## src/rtl/disp_scan_ctrl_pkg.sv

```systemverilog
// disp_pkg: shared widths, scan FSM state type and PWM limit helper
package disp_pkg;
  localparam int NUM_DIGITS = 8;
  localparam int SEL_W = 3;
  localparam int BRIGHT_W = 2;
  typedef enum logic {OFF, SCAN} scan_state_t;
  function automatic int on_lim(int td, int g, int k);
    return g + ((td - g) * (k + 1)) / 4;
  endfunction
endpackage

```

## src/rtl/disp_scan_ctrl_if.sv

```systemverilog
// disp_scan_ctrl_if: control inputs, display drive and update handshake of the scan controller
interface disp_scan_ctrl_if;
  import disp_pkg::*;
  logic                  enable;
  logic [NUM_DIGITS-1:0] digit_en;
  logic [BRIGHT_W-1:0]   bright;
  logic                  upd_req;
  logic [SEL_W-1:0]      sel;
  logic [NUM_DIGITS-1:0] an;
  logic                  frame_done;
  logic                  upd_ack;
  modport master (output enable, digit_en, bright, upd_req, input sel, an, frame_done, upd_ack);
  modport slave (input enable, digit_en, bright, upd_req, output sel, an, frame_done, upd_ack);
endinterface

```

## src/rtl/disp_scan_ctrl_slot_timer.sv

```systemverilog
// disp_slot_timer: tick counter within a digit slot and slot counter across a frame
module disp_slot_timer
  import disp_pkg::*;
#(
  parameter int TICK_DIV = 100_000,
  localparam int TW = $clog2(TICK_DIV)
) (
  input  logic             clk,
  input  logic             reset_n,
  input  logic             run_i,
  output logic [SEL_W-1:0] slot_o,
  output logic [TW-1:0]    tick_o,
  output logic             slot_start_o,
  output logic             frame_end_o
);
  logic [TW-1:0]    tick_q, tick_d;
  logic [SEL_W-1:0] slot_q, slot_d;
  logic             last;
  assign last = tick_q == TW'(TICK_DIV - 1);
  always_comb begin
    tick_d = (!run_i || last) ? '0 : tick_q + 1'b1;
    slot_d = !run_i ? '0 : last ? slot_q + 1'b1 : slot_q;
  end
  always_ff @(posedge clk or negedge reset_n)
    if (!reset_n) begin
      tick_q <= '0;
      slot_q <= '0;
    end else begin
      tick_q <= tick_d;
      slot_q <= slot_d;
    end
  assign slot_o       = slot_q;
  assign tick_o       = tick_q;
  assign slot_start_o = tick_q == '0;
  assign frame_end_o  = last && slot_q == SEL_W'(NUM_DIGITS - 1);
endmodule

```

## src/rtl/disp_scan_ctrl.sv

```systemverilog
// disp_scan_ctrl: 8-digit display scan with anti-ghost guard, brightness PWM and frame-aligned update ack
module disp_scan_ctrl
  import disp_pkg::*;
#(
  parameter int TICK_DIV = 100_000,
  parameter int GUARD    = 64
) (
  input logic             clk,
  input logic             reset_n,
  disp_scan_ctrl_if.slave bus
);
  localparam int TW = $clog2(TICK_DIV);
  localparam int CW = TW + 1;
  localparam logic [CW-1:0] ON_LIM [4] = '{CW'(on_lim(TICK_DIV, GUARD, 0)), CW'(on_lim(TICK_DIV, GUARD, 1)),
                                           CW'(on_lim(TICK_DIV, GUARD, 2)), CW'(on_lim(TICK_DIV, GUARD, 3))};
  scan_state_t           state_q, state_d;
  logic                  run, slot_start, frame_end, lit;
  logic [SEL_W-1:0]      slot;
  logic [TW-1:0]         tick;
  logic [NUM_DIGITS-1:0] en_l_q, en_eff;
  logic [BRIGHT_W-1:0]   br_l_q, br_eff;
  logic [SEL_W-1:0]      sel_q, sel_d;
  logic [NUM_DIGITS-1:0] an_q, an_d;
  logic                  fd_q, fd_d, ack_q, ack_d, ackd_q, ackd_d;
  assign run = state_q == SCAN && bus.enable;
  disp_slot_timer #(.TICK_DIV(TICK_DIV)) u_timer (
    .clk(clk), .reset_n(reset_n), .run_i(run), .slot_o(slot), .tick_o(tick),
    .slot_start_o(slot_start), .frame_end_o(frame_end)
  );
  always_ff @(posedge clk or negedge reset_n)
    if (!reset_n) state_q <= OFF;
    else state_q <= state_d;
  always_comb state_d = bus.enable ? SCAN : OFF;
  // Shadows load at every slot start; use live inputs on that first tick so the slot sees them.
  assign en_eff = slot_start ? bus.digit_en : en_l_q;
  assign br_eff = slot_start ? bus.bright : br_l_q;
  assign lit    = run && en_eff[slot] && {1'b0, tick} >= CW'(GUARD) && {1'b0, tick} < ON_LIM[br_eff];
  // ackd_q holds off a repeat ack until the requester has dropped upd_req.
  always_comb begin
    sel_d  = run ? slot : '0;
    an_d   = lit ? ~(NUM_DIGITS'(1) << slot) : '1;
    fd_d   = run && frame_end;
    ack_d  = bus.upd_req && !ackd_q && (state_q == OFF ? 1'b1 : run && frame_end);
    ackd_d = bus.upd_req && (ackd_q || ack_d);
  end
  always_ff @(posedge clk or negedge reset_n)
    if (!reset_n) begin
      en_l_q <= '0;
      br_l_q <= '0;
      sel_q  <= '0;
      an_q   <= '1;
      fd_q   <= 1'b0;
      ack_q  <= 1'b0;
      ackd_q <= 1'b0;
    end else begin
      if (run && slot_start) begin
        en_l_q <= bus.digit_en;
        br_l_q <= bus.bright;
      end
      sel_q  <= sel_d;
      an_q   <= an_d;
      fd_q   <= fd_d;
      ack_q  <= ack_d;
      ackd_q <= ackd_d;
    end
  assign bus.sel        = sel_q;
  assign bus.an         = an_q;
  assign bus.frame_done = fd_q;
  assign bus.upd_ack    = ack_q;
endmodule

```

## src/flat_wrapper.sv

```systemverilog
// flat-port wrapper written by rule: the top's interface ports become plain ports
module disp_scan_ctrl_flat import disp_pkg::*;
#(
  parameter int TICK_DIV = 100_000,
  parameter int GUARD    = 64
)
  (clk, reset_n, bus_enable, bus_digit_en, bus_bright, bus_upd_req, bus_sel, bus_an, bus_frame_done, bus_upd_ack);
  disp_scan_ctrl_if bus_i ();
  input logic clk;
  input logic reset_n;
  input wire logic [$bits(bus_i.enable)-1:0] bus_enable;
  input wire logic [$bits(bus_i.digit_en)-1:0] bus_digit_en;
  input wire logic [$bits(bus_i.bright)-1:0] bus_bright;
  input wire logic [$bits(bus_i.upd_req)-1:0] bus_upd_req;
  output wire logic [$bits(bus_i.sel)-1:0] bus_sel;
  output wire logic [$bits(bus_i.an)-1:0] bus_an;
  output wire logic [$bits(bus_i.frame_done)-1:0] bus_frame_done;
  output wire logic [$bits(bus_i.upd_ack)-1:0] bus_upd_ack;
  assign bus_i.enable = bus_enable;
  assign bus_i.digit_en = bus_digit_en;
  assign bus_i.bright = bus_bright;
  assign bus_i.upd_req = bus_upd_req;
  assign bus_sel = bus_i.sel;
  assign bus_an = bus_i.an;
  assign bus_frame_done = bus_i.frame_done;
  assign bus_upd_ack = bus_i.upd_ack;
  disp_scan_ctrl #(.TICK_DIV(TICK_DIV), .GUARD(GUARD)) u_core (.clk(clk), .reset_n(reset_n), .bus(bus_i));
endmodule
```

## config.mk

```make
export PLATFORM = sky130hd
export DESIGN_NAME = disp_scan_ctrl_flat
export DESIGN_NICKNAME = d
export VERILOG_FILES = /design/src/rtl/disp_scan_ctrl_pkg.sv /design/src/rtl/disp_scan_ctrl_if.sv /design/src/rtl/disp_scan_ctrl_slot_timer.sv /design/src/rtl/disp_scan_ctrl.sv /design/src/flat_wrapper.sv
export SDC_FILE = /design/constraint.sdc
export NUM_CORES = 1
export LEC_CHECK = 0
export CAP_MARGIN = 20
export CORE_AREA = 3 3 97 99
export DETAILED_ROUTE_END_ITERATION = 12
export DIE_AREA = 0 0 100 102
export GPL_TIMING_DRIVEN = 0
export SYNTH_ARGS = -nofsm -noshare
export SYNTH_HDL_FRONTEND = slang
export SYNTH_SLANG_ARGS = --single-unit
export TNS_END_PERCENT = 1
```

## constraint.sdc

```tcl
create_clock -name clk -period 3.3 [get_ports clk]
set_input_delay 0.99 -clock clk [delete_from_list [all_inputs] [get_ports clk]]
set_output_delay 0.99 -clock clk [all_outputs]
set_load 0.05 [all_outputs]
```

**Yosys cells after proc, flatten, opt, wreduce, memory -nomap -nowiden**

Cells that the tools add are included.

- Bits of input ports: 14
- Flip-flop bits (word level): 45
- Output and inout bits: 13

- Multiplexer cells: 14
- Bitwise gates (word level): 2
- Reductions and logical operators: 15
- $add $sub $neg: 2
- Order comparisons: 4
- Eq/ne operators: 3
- Shift-type cells: 1

Operators with widths:

| kind | number |
|---|---|
| binary-select mux 18 bit (select 2 bit) | 1 |
| 2-to-1 mux 18 bit | 2 |
| < comparator 17 x 18 -> 1 bit | 1 |
| adder 17 x 1 -> 17 bit (second input constant) | 1 |
| == test 17 bit (second input constant) | 1 |
| >= comparator 17 x 7 -> 1 bit (second input constant) | 1 |
| logical NOT 17 bit | 1 |
| 2-to-1 mux 17 bit | 1 |
| 2-to-1 mux 8 bit | 2 |
| logical AND 1 bit | 10 |
| 2-to-1 mux 3 bit | 3 |
| inverter 8 bit | 1 |
| left shift 1 x 3 -> 8 bit (first input constant) | 1 |
| < comparator 3 x 4 -> 1 bit (second input constant) | 1 |
| adder 3 x 1 -> 3 bit (second input constant) | 1 |
| binary-select mux 1 bit (select 3 bit) | 1 |
| == test 3 bit (second input constant) | 1 |
| >= comparator 3 bit (second input constant) | 1 |
| 2-to-1 mux 1 bit | 3 |
| inverter 2 -> 3 bit | 1 |
| logical NOT 1 bit | 2 |
| logical OR 1 bit | 2 |
| 2-to-1 mux 2 bit | 1 |
| inequality test 2 bit (second input constant) | 1 |

**Logic depth before layout (Yosys ltp)**

Gate-level depths: netlist of the first run.

- Depth in word-level cells: 9
- Gate-level depth with buffers: 15

**Cells and area by module**

From an unflattened synthesis of the first run, not the netlist that was laid out.

- Cell total of the unflattened synthesis: 227
- Area total of the unflattened synthesis: 2,489.9 µm²

Modules (own cells, without submodules):

| module | instances | area each (µm²) | cells each |
|---|---|---|---|
| disp_scan_ctrl | 1 | 1,398.8 | 117 |
| disp_slot_timer | 1 | 1,091.0 | 110 |

**Worst setup path after synthesis of the first run**

No wires, ideal clock.

- Path kind: reg-to-reg
- From: register u_core.u_timer.tick_q[11] (netlist: u_core.u_timer.tick_o[11])
- To: register u_core.an_q[3] (netlist: u_core.bus.an[3])
- Arrival: 3.089 ns
- Setup time: 0.099 ns
- Clock period less this slack: 3.188 ns
- Path slack: 0.112 ns
- Buffers on the path: 0
- Stages on the path, launching flop included: 13
- Required time: 3.201 ns
- Cells stage by stage: dfrtp_1 -> or4_4 -> nor3_2 -> nand2_1 -> mux2i_1 -> xnor2_1 -> ha_1 -> a21oi_1 -> o211ai_1 -> a211oi_1 -> nor4_1 -> o2bb2ai_2 -> o211ai_1

- Word-level cells in the longest chain between the ends: 9
- Elaborated cells between the ends (all ways): 15

RTL lines:

| element | line | text |
|---|---|---|
| from (decl) | disp_scan_ctrl_slot_timer.sv:16 | `logic [TW-1:0] tick_q, tick_d;` |
| from (signal assigned) | disp_scan_ctrl_slot_timer.sv:29 | `tick_q <= tick_d;` |
| logical NOT 17 bit | disp_scan_ctrl_slot_timer.sv:34 | `assign slot_start_o = tick_q == '0;` |
| 2-to-1 mux 2 bit | disp_scan_ctrl.sv:36 | `assign br_eff = slot_start ? bus.bright : br_l_q;` |
| inverter 2 -> 3 bit (not written as such) | disp_scan_ctrl.sv:37 | `assign lit = run && en_eff[slot] && {1'b0, tick} >= CW'(GUARD) && {1'b0, tick} < ON_LIM[br_eff];` |
| binary-select mux 18 bit (select 2 bit) | disp_scan_ctrl.sv:37 |  |
| 2-to-1 mux 18 bit (not written as such) (2 in series) | disp_scan_ctrl.sv:37 |  |
| < comparator 17 x 18 -> 1 bit | disp_scan_ctrl.sv:37 |  |
| logical AND 1 bit (*) | disp_scan_ctrl.sv:37 |  |
| 2-to-1 mux 8 bit (*) | disp_scan_ctrl.sv:41 | `an_d = lit ? ~(NUM_DIGITS'(1) << slot) : '1;` |
| via u_core.an_d[3] | disp_scan_ctrl.sv:23 | `logic [NUM_DIGITS-1:0] an_q, an_d;` |
| to (signal assigned) | disp_scan_ctrl.sv:61 | `an_q <= an_d;` |
| to (decl) | disp_scan_ctrl.sv:23 |  |

Mark *: on every way through the listed nets, which the timed path passes. The rest lies on a longest branch. The select of a mux whose other input is x is not followed.
A chain may end at the register's enable or synchronous reset.

**Final worst setup path of the first run**

- From: register u_core.u_timer.tick_q[12] (netlist: u_core.u_timer.tick_o[12])
- To: register u_core.an_q[7] (netlist: u_core.bus.an[7])

The elaborated chain is that of the path after synthesis.

==> summary.txt, run 1 <==
Drt
  – ANT nets after route: 0
  – Vias post-DR: 1826
  – Met3 wire length: around 210 µm
  – Wirelength per Cell: around 13 µm
  – First DRT Iteration DRCs: 73
  – First-pass DRT Iterations: 4
  – WL met2: roughly 2500 µm
  – Top Layer Used: met4
  – Vias per inst: 4.66
  – Routed WL: 5080 µm
  – Residual DRC: 0
  – M1 WL: about 2300 µm

Clocking
  – Clock sinks: 45
  – H-tree Lvls: 2
  – CTS root buf: clkbuf_8
  – CTS tree: built
  – TritonCTS Buffers: 5
  – Max Root-Sink Buffers: 2
  – Worst-skew pair later-pin latency: ~0.30 ns
  – Worst-path clk slew: ~0.090 ns
  – Cts hold-fix bufs: 0

Hold path
  – HP Class: flop to flop
  – Hold depth: 1
  – HP Start: u_core.ackd_q
  – Hold Path End: u_core.ackd_q

Yosys
  – Post-synthesis sequential area ratio: 0.458
  – Mean Syn Cell Area: approximately 11 µm²
  – Syn_nets: ~260
  – Post-Syn Instances: between 200 and 250
  – Post-synth EDFFs: 0
  – Mapped Area: ~2500 µm²
  – Yosys reg bits: 45
  – Synth async-reset ratio: 1.00
  – Netlist cell types: between 40 and 50
  – Synth warnings: 0
  – Main flop type after synthesis: dfrtp_1

Cells and area
  – Area Overhead vs Synth: 28.8%
  – Antenna fix cells: 0
  – Utilization after layout: 0.370
  – Layout fillers: 865
  – Layout cells sized above 1: 0.254
  – Seq. cell area: 1140 µm²
  – Nets: approximately 310
  – Area of the multi-input gates: 1320 µm²
  – Most frequent cells in the layout: 35 x dfrtp_1, 29 x nor2_1, 25 x clkdlybuf4s50_1
  – Layout Cells excl Fill: 392
  – Most common cell after layout, fill and taps aside: dfrtp_1

Floorplanning
  – Die area: approximately 10000 µm²
  – Die Wd: approximately 100 µm
  – I/O pin cnt: 27
  – Number of core rows: 34
  – Initial core utilization: 0.287
  – Core ar.: roughly 8600 µm²
  – Die height: about 100 µm

Place
  – Pre-CTS setup slack: -0.632 ns
  – IO Port Bufs: 26
  – Placed cells: about 370
  – GP Congestion: roughly 0.75
  – DP HPWL: between 3000 and 4000 µm

Timing
  – Fmax: between 0.3 and 0.4 GHz
  – Final number of setup-violating endpoints: 0
  – Final worst slack: around 0.14 ns
  – Max-slew violation count: 0
  – Worst Skew: roughly 0.005 ns
  – Worst-margin pin slew: ~0.63 ns
  – Final Hold Vio Count: 0
  – Relative slew slack: 0.580
  – Shortest period the worst path allows: 3.16 ns
  – Hold Slack: roughly 0.5 ns
  – Final period util: 0.958

Run
  – Max_cap viols: 0

Global route
  – Global Route Usage Sum: 0.105
  – Initial antenna violation count: 0
  – Largest net degree at the start of global routing: 30
  – Grt total ovfl: 0
  – First-pass GRT wire length: ~8600 µm
  – Vias in the first global route: roughly 1.8k

Power and ir drop
  – Pleak: around 0.0013 µW
  – Max IR drop VDD: ~0.00014 V
  – Pwr Total: ~1100 µW
  – Pwr dens: 346 nW/µm²

Worst setup path
  – Startpoint Class: flop
  – Capturing point of the worst reg2reg path: u_core.bus.an[7]
  – R2R Setup Slk: approximately 0.14 ns
  – Worst R2R Path Depth: 13
  – CP arrival: 3.39 ns
  – CP max FO: 8
  – CP Capture Type: flop
  – R2r startpoint: u_core.u_timer.tick_o[12]
  – Critical path class: flop to flop
  – WP data required: approximately 3.5 ns

Status
  – Outcome: finished clean
[state kept, by name (all words and copies together), names as in the netlist]
signal,cells
u_core.bus.upd_ack,1
u_core.u_timer.tick_o,17
u_core.en_l_q,8
u_core.br_l_q,2
u_core.state_q,1
u_core.bus.frame_done,1
u_core.ackd_q,1
u_core.bus.an,8
u_core.bus.sel,3
u_core.u_timer.slot_o,3
[how the worst max path moves through the flow]
stage / start / endpoint / slack [ns]
after floorplan: u_core.u_timer.tick_o[11] / u_core.bus.an[3] / 0.11
after global placement: u_core.u_timer.tick_o[0] / u_core.bus.an[3] / -0.57
after detailed placement: u_core.u_timer.tick_o[0] / u_core.bus.an[3] / -0.63
after CTS: u_core.u_timer.tick_o[1] / u_core.bus.an[3] / 0.01
after global routing: u_core.u_timer.tick_o[1] / u_core.bus.an[7] / -0.04
final: u_core.u_timer.tick_o[12] / u_core.bus.an[7] / 0.14
[routing by layer]
metal / track usage / vias to the layer above
li1: - / 931
met1: 0.132 / 858
met2: 0.181 / 29
met3: 0.0232 / 8
met4: 0.0342 / 0
met5: 0 / -
[area by class of cell]
type | instances | share of cell area
Multi-Input combinational cell | 169 | 0.415
Sequential cell | 45 | 0.357
Timing Repair Buffer | 44 | 0.126
Tap cell | 108 | 0.0423
Clock buffer | 5 | 0.0216
Buffer | 8 | 0.0212
Inverter | 10 | 0.0118
Clock inverter | 3 | 0.00549
[synthesized netlist by cell type (all sizes together) (8+ instances only)]
master,count,area (µm²)
dfrtp,37,926
nor2,29,109
ha,17,213
nand3,17,85.1
xor2,12,105
mux2,11,124
inv,10,37.5
nand2,10,37.5
o21ai,9,45.0
dfstp,8,210
mux2i,8,80.1
[critical path, stage by stage (launching register included)]
cell and delay (ns):
dfrtp_1 0.39, or4_4 0.58, nor3_4 0.26, nand2_4 0.11, mux2i_4 0.26, xnor2_1 0.11
ha_1 0.32, nand4_1 0.13, a21oi_2 0.13, o221ai_1 0.16, nor4_2 0.30, o2bb2ai_2 0.09
buf_4 0.16, o211ai_1 0.09
[stage by stage]
step / cell area (µm²) / TNS [ns]
2_1_floorplan: 2480 / 0
3_5_place_dp: 2890 / -4.81
6_report: 3190 / 0
4_1_cts: 3090 / 0
5_1_grt: 3190 / -0.276
3_3_place_gp: 2870 / -4.30
[power breakdown]
| group | leakage [µW] | internal (µW) | switching (µW) |
|---|---|---|---|
| Combinational | 0.000705 | 85.6 | 78.5 |
| Clock | 0.0000439 | 146 | 198 |
| Sequential | 0.000571 | 578 | 16.6 |
| Total | 0.00132 | 810 | 293 |
[logic make-up after synthesis]
group                      synth area share
muxes                                0.0823
AOI/OAI and AO/OA                    0.0994
buffers and inverters                0.0409
adders and majority gates            0.0858
xor gates and xnor gates             0.0601
DFF                                   0.458
and+or+nand+nor                       0.173
[what timing repair did]
| action | in CTS | in global routing |
|---|---|---|
| buffers inserted | 8 | 9 |
| gates resized for setup | 10 | 9 |
| cloned | 0 | 0 |
| pin swaps | 3 | 9 |
| endpoints found under the setup margin | 8 | 8 |
No activity file was read; power rests on OpenSTA's default activity.
==> run 2: changes to the inputs <==
Settings changed: REMOVE_ABC_BUFFERS from default to 1.
==> run 2 against run 1 <==
  * Worst setup slack worse by 0.092 ns
  * Combinational power shrank 11%
  * First-iteration DRC count decreased by 11%
  * Critical endpoint is now u_core.bus.an[0]
  * Sequential power is essentially flat
  * Wire length shrank 2.0%
  * Largest power group unchanged
  * Sequential cell count stayed put
  * Register-to-register slack lost 0.09 ns
  * Non-clock buffer count fell by 18
  * Total power grew 6.6%
  * Utilization fell by 1.4 points
==> summary.txt, run 2 (synthesis results as in run 1) <==
Floorplanning
  – Die height: 102 µm
  – I/O pin cnt: 27
  – Core ar.: 8640 µm²
  – Die Wd: about 100 µm
  – Initial core utilization: 0.287
  – Die area: around 10000 µm²
  – Number of core rows: 34

Worst setup path
  – Slowest-stage cell, CP: or4_4
  – CP Capture Type: flop
  – Critical path's largest stage delay: 0.57 ns
  – CP max FO: 8
  – WP data required: roughly 3.5 ns
  – CP Cell Sequence: or4_4 > nor3_4 > nand2_2 > a21o_4 > xnor2_1 > ha_1 > a21oi_1 > o211ai_1 > a211oi_2 > nor4_2 > o2bb2ai_2 > buf_4 > nand3_1
  – Critical path class: flop to flop
  – Startpoint Class: flop
  – CP arrival: roughly 3.5 ns

Power and ir drop
  – Switch share: 0.236
  – Flop pwr share: 0.507
  – Psw: 278 µW
  – Pwr dens: ~380 nW/µm²
  – Clock Power Share: 0.368
  – Max IR drop VDD: 0.000142 V
  – Gate power share: 0.124
  – Pleak: between 0.001 and 0.0015 µW
  – Power Internal: about 900 µW

Drt
  – Wirelength per Cell: ~13 µm
  – ANT nets after route: 0
  – Residual DRC: 0
  – Vias per inst: roughly 4.8
  – First-pass DRT Iterations: 4
  – Vias post-DR: 1800
  – First DRT Iteration DRCs: 65
  – Routed WL: ~5000 µm

Timing
  – Relative slew slack: 0.409
  – Worst Skew: 0.00297 ns
  – Setup TNS: 0 ns
  – Unrepaired setup endpoints after global routing: yes
  – Worst-margin pin slew: between 0.8 and 0.9 ns
  – Final worst slack: around 0.047 ns
  – Max-slew violation count: 0
  – Final period util: 0.986
  – Shortest period the worst path allows: about 3.3 ns
  – Fmax: ~0.31 GHz
  – Final Hold Vio Count: 0
  – Final number of setup-violating endpoints: 0

Global route
  – First-pass GRT wire length: around 8700 µm
  – Largest net degree at the start of global routing: 24
  – Global Route Usage Sum: 0.106
  – Initial antenna violation count: 0
  – Vias in the first global route: 1811
  – Grt total ovfl: 0

Place
  – Cell Area, Placed: roughly 2800 µm²
  – Placed cells: about 360
  – Pre-CTS setup slack: -0.632 ns
  – IO Port Bufs: 26
  – GP Congestion: between 0.7 and 0.8
  – DP HPWL: between 3000 and 4000 µm

Cells and area
  – Area Overhead vs Synth: 23.9%
  – Area of the multi-input gates: ~1300 µm²
  – Most frequent cells in the layout: 35 x dfrtp_1, 29 x nor2_1, 25 x clkdlybuf4s50_1
  – Antenna fix cells: 0
  – Layout Cells excl Fill: around 370
  – Largest register FFs: 17
  – Layout cells sized above 1: 0.211
  – Finished Cell Area: 3070 µm²
  – Nets: just under 300
  – Most common cell after layout, fill and taps aside: dfrtp_1
  – Layout fillers: slightly below 900
  – Utilization after layout: 0.356
  – Seq. cell area: 1140 µm²

Clocking
  – H-tree Lvls: 2
  – Clock sinks: 45
  – Max Root-Sink Buffers: 2
  – CTS root buf: clkbuf_8
  – Worst-path clk slew: 0.08 ns
  – TritonCTS Buffers: 5
  – Worst-skew pair later-pin latency: 0.30 ns
  – CTS tree: built

Hold path
  – HP Class: flop to flop

Status
  – Outcome: finished clean

Run
  – Max_cap viols: 0
run 2: per-stage QoR:
stage	hold slack [ns]	power, µW
2_1_floorplan	0.456	683
4_1_cts	0.512	1190
6_report	0.505	1180
3_3_place_gp	0.469	731
3_5_place_dp	0.492	739
5_1_grt	0.521	1240
run 2: power groups by stage:
stage	clock network [µW]	registers, µW	logic (µW)
2_1_floorplan	0	603	80.1
3_3_place_gp	0	604	127
3_5_place_dp	0	605	134
4_1_cts	450	596	145
5_1_grt	475	600	164
6_report	433	597	146
run 2: worst max-delay path, delay by kind of cell (launching register included):
family | cells | cell delay (ns)
DFF | 1 | 0.43
AOI/OAI and AO/OA | 5 | 1.03
adders and majority gates | 1 | 0.29
and+or+nand+nor | 5 | 1.12
buffers and inverters | 1 | 0.16
xor gates and xnor gates | 1 | 0.12
run 2: final timing paths:
path | start | to | slack, ns | cells after the start
worst max register to register | u_core.u_timer.tick_o[12] | u_core.bus.an[0] | 0.05 | 13
worst max-delay path | u_core.u_timer.tick_o[12] | u_core.bus.an[0] | 0.05 | 13
max in group asynchronous | reset_n | u_core.bus.an[7] | 2.05 | 2
min in group asynchronous | reset_n | u_core.u_timer.slot_o[2] | 0.68 | 1
worst min register to register | u_core.ackd_q | u_core.ackd_q | 0.50 | 1
worst min-delay path | u_core.ackd_q | u_core.ackd_q | 0.50 | 1
run 2: what timing repair did:
item                                    CTS  global route
gates resized for setup                   8             8
endpoints found under the setup margin    8             8
hold buffers                              0             0
pin swaps                                 4             3
buffers inserted                          6             1
run 2: final cells by class:
type                            instances  share of cell area
Clock buffer                            6              0.0269
Inverter                               10              0.0122
Clock inverter                          2              0.0122
Tap cell                              108              0.0440
Sequential cell                        45               0.371
Timing Repair Buffer                   34               0.109
Multi-Input combinational cell        169               0.425
run 2: metal layers:
layer / vias up / global-route usage / wire, µm
met5: - / 0 / 0
met4: 0 / 0.0363 / 66
met3: 7 / 0.0273 / 217
met2: 24 / 0.178 / 2500
met1: 875 / 0.133 / 2200
li1: 894 / - / -
==> run 3: changes to the inputs <==
Clock period 3.3 ns to 2.6 ns, I/O delays scaled along.
==> run 3 against run 2 <==
  * The run now ends with setup timing left
  * Global-route usage increased by 0.16 points
  * Cell area is 3.0% higher
  * Cell count up 2.4%
  * Critical path depth stayed put
  * Die area stayed put
  * Worst hold slack got worse by 0.040 ns
==> summary.txt, run 3 (synthesis results as in run 1) <==
Worst setup path
  – CP Capture Type: flop
  – Worst R2R Path Depth: 13
  – R2R Setup Slk: -0.65 ns
  – Critical path's largest stage delay: roughly 0.58 ns
  – Critical path class: flop to flop
  – CP max FO: 8
  – CP arrival: roughly 3.5 ns
  – CP Cell Sequence: or4_4 > nor3_4 > nand2_2 > mux2i_4 > buf_4 > buf_4 > inv_1 > ha_1 > a2111oi_0 > o311ai_1 > o2bb2ai_2 > buf_6 > o211ai_1
  – Crit path depth: 13
  – WP data required: between 2 and 3 ns
  – Most numerous cell on the critical path: buf_4
  – Startpoint Class: flop
  – Buf/Inv on CP: 4
  – Cell family with most CP delay: simple AND/OR/NAND/NOR gates
  – Slowest-stage cell, CP: or4_4

Timing
  – Shortest period the worst path allows: between 3 and 4 ns
  – Final Hold Vio Count: 0
  – Final worst slack: -0.651 ns
  – Relative slew slack: 0.627
  – Final period util: 1.25
  – Fmax: ~0.3 GHz
  – Unrepaired setup endpoints after global routing: yes
  – Worst-margin pin slew: approximately 0.56 ns
  – Final number of setup-violating endpoints: 8
  – Setup TNS: -5.14 ns
  – Worst Skew: between 0.004 and 0.005 ns
  – Max-slew violation count: 0

Place
  – GP Congestion: between 0.7 and 0.8
  – DP HPWL: 3680 µm
  – Pre-CTS setup slack: -1.33 ns
  – IO Port Bufs: 26

Floorplanning
  – Die height: 102 µm
  – I/O pin cnt: 27
  – Die Wd: approximately 100 µm
  – Die area: slightly above 10000 µm²
  – Number of core rows: 34
  – Initial core utilization: 0.287
  – Core ar.: 8640 µm²

Cells and area
  – Most common cell after layout, fill and taps aside: dfrtp_1
  – Antenna fix cells: 0
  – Nets: around 300
  – Layout cells sized above 1: 0.247
  – Largest register FFs: 17
  – Most frequent cells in the layout: 35 x dfrtp_1, 28 x nor2_1, 25 x clkdlybuf4s50_1
  – Area Overhead vs Synth: 27.6%

Clocking
  – TritonCTS Buffers: 5
  – Clock sinks: 45
  – H-tree Lvls: 2
  – CTS tree: built
  – Worst-path clk slew: roughly 0.080 ns
  – Max Root-Sink Buffers: 2
  – Worst-skew pair later-pin latency: about 0.30 ns
  – CTS root buf: clkbuf_8

Global route
  – Vias in the first global route: 1844
  – Initial antenna violation count: 0
  – Global Route Usage Sum: 0.107
  – Grt total ovfl: 0
  – Largest net degree at the start of global routing: 24
  – First-pass GRT wire length: ~9000 µm

Hold path
  – HP Class: input port to asynchronous set/reset pin

Drt
  – First-pass DRT Iterations: 4
  – Vias post-DR: around 1.8k
  – Routed WL: approximately 5200 µm
  – First DRT Iteration DRCs: 57
  – ANT nets after route: 0
  – Wirelength per Cell: around 13 µm
  – Residual DRC: 0
  – Vias per inst: slightly below 5

Status
  – Outcome: finished, violations left
  – Failing checks: setup timing

Power and ir drop
  – Pleak: 0.00130 µW
  – Max IR drop VDD: between 0.00015 and 0.0002 V
  – Pwr dens: ~480 nW/µm²

Run
  – Max_cap viols: 0
run 3: path summary, 6_finish.rpt:
path | from | end
worst max register to register | u_core.u_timer.tick_o[13] | u_core.bus.an[7]
max in group asynchronous | reset_n | u_core.bus.an[7]
worst max-delay path | u_core.u_timer.tick_o[13] | u_core.bus.an[7]
worst min-delay path | reset_n | u_core.u_timer.slot_o[2]
min in group clk | u_core.ackd_q | u_core.ackd_q
worst min register to register | u_core.ackd_q | u_core.ackd_q
run 3: layout make-up:
type	instances	area (µm²)
fillers	858	5470
multi-input cells	169	1330
flip-flops and latches	45	1140
repair buffers	43	407
well taps	108	135
clock buffers	6	82.6
clock inverters	2	37.5
inverters	10	37.5
run 3: what timing repair did:
action / in CTS / in global routing
resized for setup: 12 / 9
gates cloned: 0 / 0
hold buffers: 0 / 0
endpoints found under the setup margin: 33 / 33
buffers inserted: 8 / 8
pin swaps: 7 / 13
run 3: where the power goes:
part	internal, µW	switching [µW]	leakage, µW
Sequential	734	21.9	0.000571
Combinational	107	99.0	0.000673
Clock	312	240	0.0000574
Total	1150	361	0.00130
run 3: metrics by stage:
step | utilization | power [µW] | cell area [µm²] | instances | hold slack [ns]
5_1_grt | 0.366 | 1590 | 3160 | 383 | 0.497
6_report | 0.366 | 1510 | 3160 | 383 | 0.465
2_1_floorplan | - | 867 | 2410 | 224 | 0.456
3_3_place_gp | 0.325 | 928 | 2810 | 358 | 0.469
3_5_place_dp | 0.328 | 938 | 2830 | 359 | 0.492
4_1_cts | 0.355 | 1510 | 3070 | 375 | 0.481
run 3: routing by layer:
| layer | vias to the layer above | track usage | routed length (µm) |
|---|---|---|---|
| li1 | 919 | - | - |
| met1 | 890 | 0.134 | 2260 |
| met2 | 29 | 0.181 | 2630 |
| met3 | 7 | 0.0287 | 222 |
| met4 | 0 | 0.0383 | 61 |
| met5 | - | 0 | 0 |
